File: src/rtl/ppr_pkg.sv
// Shared constants for the partial-product reduction multiplier.
// Holds the default operand width, the reduction pass count and the FSM
// state encodings used by ppr_seq.
package ppr_pkg;

  // Default operand width in bits (must be even and at least 4)
  localparam int PPR_N = 8;

  // Number of RED passes: pass 0 folds rows 0..3, every later pass folds
  // two more rows into the running sum/carry pair
  localparam int PPR_K = (PPR_N - 2) / 2;

  // FSM state encodings, kept as plain constants for legacy tools
  typedef logic [1:0] ppr_state_t;
  localparam ppr_state_t ST_IDLE = 2'd0;
  localparam ppr_state_t ST_RED  = 2'd1;
  localparam ppr_state_t ST_ADD  = 2'd2;
  localparam ppr_state_t ST_DONE = 2'd3;

  // Pass count for an arbitrary operand width
  function automatic int pprPasses(input int n);
    return (n - 2) / 2;
  endfunction

  // Width of the pass counter; never narrower than one bit
  function automatic int pprCountWidth(input int k);
    return (k > 1) ? $clog2(k) : 1;
  endfunction

endpackage

File: src/rtl/ftc_row.sv
// Row of W four-to-two compressors built from two chained full adders per bit.
// The first adder's carry ripples only one position (into the next bit's
// second adder), so the row stays shallow regardless of width. Carries out of
// the top bit are dropped: the row computes in1+in2+in3+in4 mod 2^W as
// sum + carry.
module ftc_row #(
  parameter int W = 16
) (
  input  logic [W-1:0] in1,
  input  logic [W-1:0] in2,
  input  logic [W-1:0] in3,
  input  logic [W-1:0] in4,
  output logic [W-1:0] sum,
  output logic [W-1:0] carry
);

  logic [W-1:0] partial;
  logic [W-1:0] cin;

  assign cin[0]   = 1'b0;
  assign carry[0] = 1'b0;

  for (genvar i = 0; i < W; i++) begin : gBit
    assign partial[i] = in1[i] ^ in2[i] ^ in3[i];
    assign sum[i]     = partial[i] ^ in4[i] ^ cin[i];

    // Top bit produces no outgoing carries: they would land beyond 2^W
    if (i < W - 1) begin : gUp
      assign cin[i+1]   = (in1[i] & in2[i]) | (in1[i] & in3[i]) | (in2[i] & in3[i]);
      assign carry[i+1] = (partial[i] & in4[i]) | (partial[i] & cin[i]) |
                          (in4[i] & cin[i]);
    end
  end

endmodule

File: src/rtl/ppr_seq.sv
// Sequential unsigned multiplier. Operands are captured on acceptance, the N
// partial-product rows are folded into a sum/carry pair over K passes through
// one shared compressor row, a final add resolves the product, and the result
// is held until the consumer takes it.
module ppr_seq
  import ppr_pkg::*;
#(
  parameter int N = PPR_N
) (
  input  logic           clk,
  input  logic           reset,
  input  logic           start_valid,
  output logic           start_ready,
  input  logic [N-1:0]   a,
  input  logic [N-1:0]   b,
  output logic           out_valid,
  input  logic           out_ready,
  output logic [2*N-1:0] product,
  output logic           busy
);

  localparam int W  = 2 * N;
  localparam int K  = pprPasses(N);
  localparam int KW = pprCountWidth(K);
  localparam logic [KW-1:0] K_LAST = KW'(K - 1);

  ppr_state_t    state_q, state_d;
  logic [KW-1:0] k_q, k_d;
  logic [N-1:0]  a_q, a_d;
  logic [N-1:0]  b_q, b_d;
  logic [W-1:0]  s_q, s_d;
  logic [W-1:0]  c_q, c_d;
  logic [W-1:0]  product_q, product_d;

  logic [W-1:0]  pp [N];
  logic [W-1:0]  ppLo, ppHi;
  logic [W-1:0]  rowIn1, rowIn2;
  logic [W-1:0]  rowSum, rowCarry;

  // Partial-product rows from the captured operands, each pre-shifted
  always_comb begin
    for (int i = 0; i < N; i++) begin
      pp[i] = b_q[i] ? (W'(a_q) << i) : '0;
    end
  end

  // Pick the two fresh rows this pass folds in: rows 2k+2 and 2k+3
  always_comb begin
    ppLo = '0;
    ppHi = '0;
    for (int i = 0; i < N; i++) begin
      if (i == 2 * int'(k_q) + 2) ppLo = pp[i];
      if (i == 2 * int'(k_q) + 3) ppHi = pp[i];
    end
  end

  // Pass 0 starts from rows 0 and 1; later passes recycle the running pair
  assign rowIn1 = (k_q == '0) ? pp[0] : s_q;
  assign rowIn2 = (k_q == '0) ? pp[1] : c_q;

  ftc_row #(.W(W)) uRow (
    .in1   (rowIn1),
    .in2   (rowIn2),
    .in3   (ppLo),
    .in4   (ppHi),
    .sum   (rowSum),
    .carry (rowCarry)
  );

  // Next-state and datapath control for IDLE -> RED x K -> ADD -> DONE
  always_comb begin
    state_d   = state_q;
    k_d       = k_q;
    a_d       = a_q;
    b_d       = b_q;
    s_d       = s_q;
    c_d       = c_q;
    product_d = product_q;

    case (state_q)
      ST_IDLE: begin
        if (start_valid) begin
          a_d     = a;
          b_d     = b;
          k_d     = '0;
          state_d = ST_RED;
        end
      end
      ST_RED: begin
        s_d = rowSum;
        c_d = rowCarry;
        if (k_q == K_LAST) begin
          k_d     = '0;
          state_d = ST_ADD;
        end else begin
          k_d = k_q + KW'(1);
        end
      end
      ST_ADD: begin
        product_d = s_q + c_q;
        state_d   = ST_DONE;
      end
      ST_DONE: begin
        if (out_ready) begin
          state_d = ST_IDLE;
        end
      end
      default: begin
        state_d = ST_IDLE;
      end
    endcase
  end

  // State registers; reset abandons any operation in flight
  always_ff @(posedge clk or posedge reset) begin
    if (reset) begin
      state_q   <= ST_IDLE;
      k_q       <= '0;
      a_q       <= '0;
      b_q       <= '0;
      s_q       <= '0;
      c_q       <= '0;
      product_q <= '0;
    end else begin
      state_q   <= state_d;
      k_q       <= k_d;
      a_q       <= a_d;
      b_q       <= b_d;
      s_q       <= s_d;
      c_q       <= c_d;
      product_q <= product_d;
    end
  end

  assign start_ready = (state_q == ST_IDLE);
  assign out_valid   = (state_q == ST_DONE);
  assign busy        = (state_q != ST_IDLE);
  assign product     = product_q;

endmodule

File: config.mk
export PLATFORM = sky130hd
export DESIGN_NAME = ppr_seq
export DESIGN_NICKNAME = d
export VERILOG_FILES = /design/src/rtl/ppr_pkg.sv /design/src/rtl/ftc_row.sv /design/src/rtl/ppr_seq.sv
export SDC_FILE = /design/constraint.sdc
export NUM_CORES = 1
export LEC_CHECK = 0
export CAP_MARGIN = 20
export CORE_ASPECT_RATIO = 1.5
export CORE_UTILIZATION = 40
export CTS_CLUSTER_SIZE = 40
export DETAILED_ROUTE_END_ITERATION = 16
export SETUP_SLACK_MARGIN = 0.1
export SLEW_MARGIN = 5
export SYNTH_ARGS = -nofsm -noshare
export SYNTH_HDL_FRONTEND = slang
export SYNTH_HIERARCHICAL = 1
export SYNTH_SLANG_ARGS = --single-unit
File: constraint.sdc
create_clock -name clk -period 3 [get_ports clk]
set_input_delay 0.45 -clock clk [delete_from_list [all_inputs] [get_ports clk]]
set_output_delay 0.45 -clock clk [all_outputs]
set_load 0.03 [all_outputs]
==> results.toml <==
[place]
post-place-ws_ns = 0.410
dpl.cell_count = 624
gp_congestion = 0.845
dp_hpwl_um = 7420
io_buffers = 38

[clock_tree]
clk_path_buf_depth = 2
clkTransAtPathRegs_ns = 0.05
post_cts_buffers = 0
cts_root_buf = "clkbuf_16"
cts_tree = "done"
cts_resized = 0
cts_buffers = 9
cts_sinks = 68
h-tree-depth = 3
clk_latency_ns = 0.33
cts_hold_buffers = 0

[critical_path]
crit_required_ns = 3.21
end_kind = "flip-flop"
cpPeakStageDelay_ns = 0.59
startpoint = "k_q[1]"
path_delay_family = "adder cells"
critPathMaxFanout = 33
path_buf_inv = 0
reg2reg_depth = 6
critical_path.slowest_cell = "fa_1"
crit_chain = "or2_2 -> nand2_1 -> nand2_1 -> fa_1 -> fa_1 -> mux2_2"
arrival_ns = 2.82
start_kind = "flip-flop"
cp.depth = 6
reg2reg_from = "k_q[1]"
worstSetupPathType = "reg2reg"

[yosys]
synth-seq-area-share_pct = 36.0
ys_seq_elements = 68
async_flop_share_pct = 100
synth_warnings = 6
synth-edff-count = 0
synth_cell_types = 50
syn_area_per_cell_um2 = 10.4
syn_area_um2 = 4720
synth_flop_cell = "dfrtp_1"
synth_cells = 454

[die]
ios = 39
initial_core_util_pct = 41.0
dieWidth_um = 90.7
die_h_um = 135
rows = 48
fp.coreArea_um2 = 11500
dieArea_um2 = 12300

[timing]
max_freq_ghz = 0.384
rsz0062_at_grt = "no"
finalHoldViolCount = 0
period_needed_ns = 2.61
fin_skew_ns = 0.00752
tightest_slew_ns = 0.700
slew_headroom_pct = 53.3
finalSetupTns_ns = 0
worst_slack_ns = 0.393
hold_ws_ns = 0.480
fin_crit_sh_pct = 86.9
finalSetupViolCount = 0
slew_viol_final = 0

[power_and_ir_drop]
switching_share_pct = 43.7
power.internal_mw = 3.78
power_frac_comb_pct = 59.6
p_sw_mw = 2.93
ir_worst_vdd_v = 0.000542
clock_power_share_pct = 13.9
p_seq_share_pct = 26.5
p_leak_nw = 2.57
powerDensity_nw_per_um2 = 1220

[drt]
routed_wl_um = 9770
num_vias = 3365
vias_per_cell = 5.27
drt_first_iter_violations = 142
post-route-drc-count = 0
wl_per_cell_um = 15.3
postRouteAntennaNets = 0
drtPass1Iterations = 5

[worst_hold_path]
hp-start = "product[7]"
min_path_type = "reg2reg"
min_path_cells = 1

[grt]
grt_pass1_vias = 3547
grt_max_degree = 36
grt_overflow = 0
grt_pass1_wl_um = 17300
antenna_found_initial = 0
grt_usage_pct = 17.9

[job]
cap_viol_max_count = 0

[layout]
fin_nets = 555
diodes = 0
finalNonFillerCells = 638
area_growth_syn_to_layout_pct = 16.4
drive_above_1_share_pct = 17.4
num-fill-cells = 1112

[status]
status = "complete, no violations"
==> cells by family after synthesis <==
family	share of synthesized area, %
compound gates	9.88
xor+xnor	2.70
fa+ha+maj	18.0
buf+inv	3.52
flops	36.0
mux	14.8
other cells	0.159
simple gates	14.9
==> synthesized netlist by cell type, types with 2 or more instances <==
library cell	instances	area (um^2)
dfrtp_1	68	1700
nand2_1	62	233
mux2_2	56	631
fa_1	30	601
nand3_1	24	120
clkbuf_1	23	86.3
and2_1	20	125
ha_1	20	250
a21oi_1	17	85.1
nor2_1	17	63.8
inv_1	12	45.0
o21ai_0	12	60.1
a22o_1	8	70.1
a22oi_1	8	60.1
buf_1	6	22.5
xnor2_1	6	52.6
xor2_1	6	52.6
nor3_1	5	25.0
a21o_1	4	30.0
and3_1	4	25.0
mux2i_1	4	40.0
nand2b_1	3	18.8
nor4_1	3	18.8
o21ai_1	3	15.0
or3_1	3	18.8
and2_0	2	12.5
conb_1	2	7.51
mux2_4	2	30.0
o2111a_1	2	22.5
or2_2	2	12.5
==> sequential cells by signal (all words and copies together), names as in the netlist <==
register  cells
product      16
a_q           8
b_q           8
state_q       2
k_q           2
c_q          16
s_q          16
==> per-layer routing <==
metal	global-route usage [%]	vias up	part of all wire, %
met5	0	-	0
met4	8.78	0	3.4
met3	4.00	19	2.9
met2	28.9	69	50
met1	22.6	1653	44
li1	-	1624	-
==> final timing paths <==
kind	end	slack, ns
max	s_q[3]	0.39
min in group asynchronous	product[1]	0.50
min reg2reg	product[7]	0.48
max in group asynchronous	product[5]	1.78
min	product[7]	0.48
max reg2reg	s_q[3]	0.39
==> power groups by stage <==
stage	Clock (mW)	Combinational (mW)	Sequential (mW)
floorplan	0	3.04	1.75
global placement	0	3.88	1.79
detailed placement	0	3.99	1.80
CTS	0.967	4.03	1.78
global route	1.00	4.52	1.86
finish	0.933	4.00	1.78
==> area by class of cell <==
type	count	area [um^2]	area share, %
multi-input combinational	350	2880	52.4
sequential	68	1700	30.9
timing repair buffer	44	425	7.74
clock buffer	11	243	4.41
tap	150	188	3.41
inverter	12	45.0	0.819
clock inverter	3	15.0	0.273
==> placed cells by master (no fill, tap or decap), drive strengths merged, types with 8 or more instances in the layout <==
master / n
fa: 30
nand3: 24
and2: 22
a21oi: 18
o21ai: 15
dfrtp: 68
conb: 9
nand2: 62
nor2: 17
ha: 20
clkdlybuf4s50: 38
a22oi: 8
a22o: 8
inv: 12
mux2: 58
clkbuf: 11
==> metrics by stage <==
step | power [mW] | util [%] | instance area (um^2)
after CTS | 6.78 | 47.7 | 5500
after global routing | 7.38 | 47.7 | 5500
after global placement | 5.67 | 45.5 | 5240
after floorplan | 4.79 | - | 4750
final | 6.71 | 47.7 | 5500
after detailed placement | 5.78 | 45.5 | 5240
No activity file was read; power rests on OpenSTA's default activity.
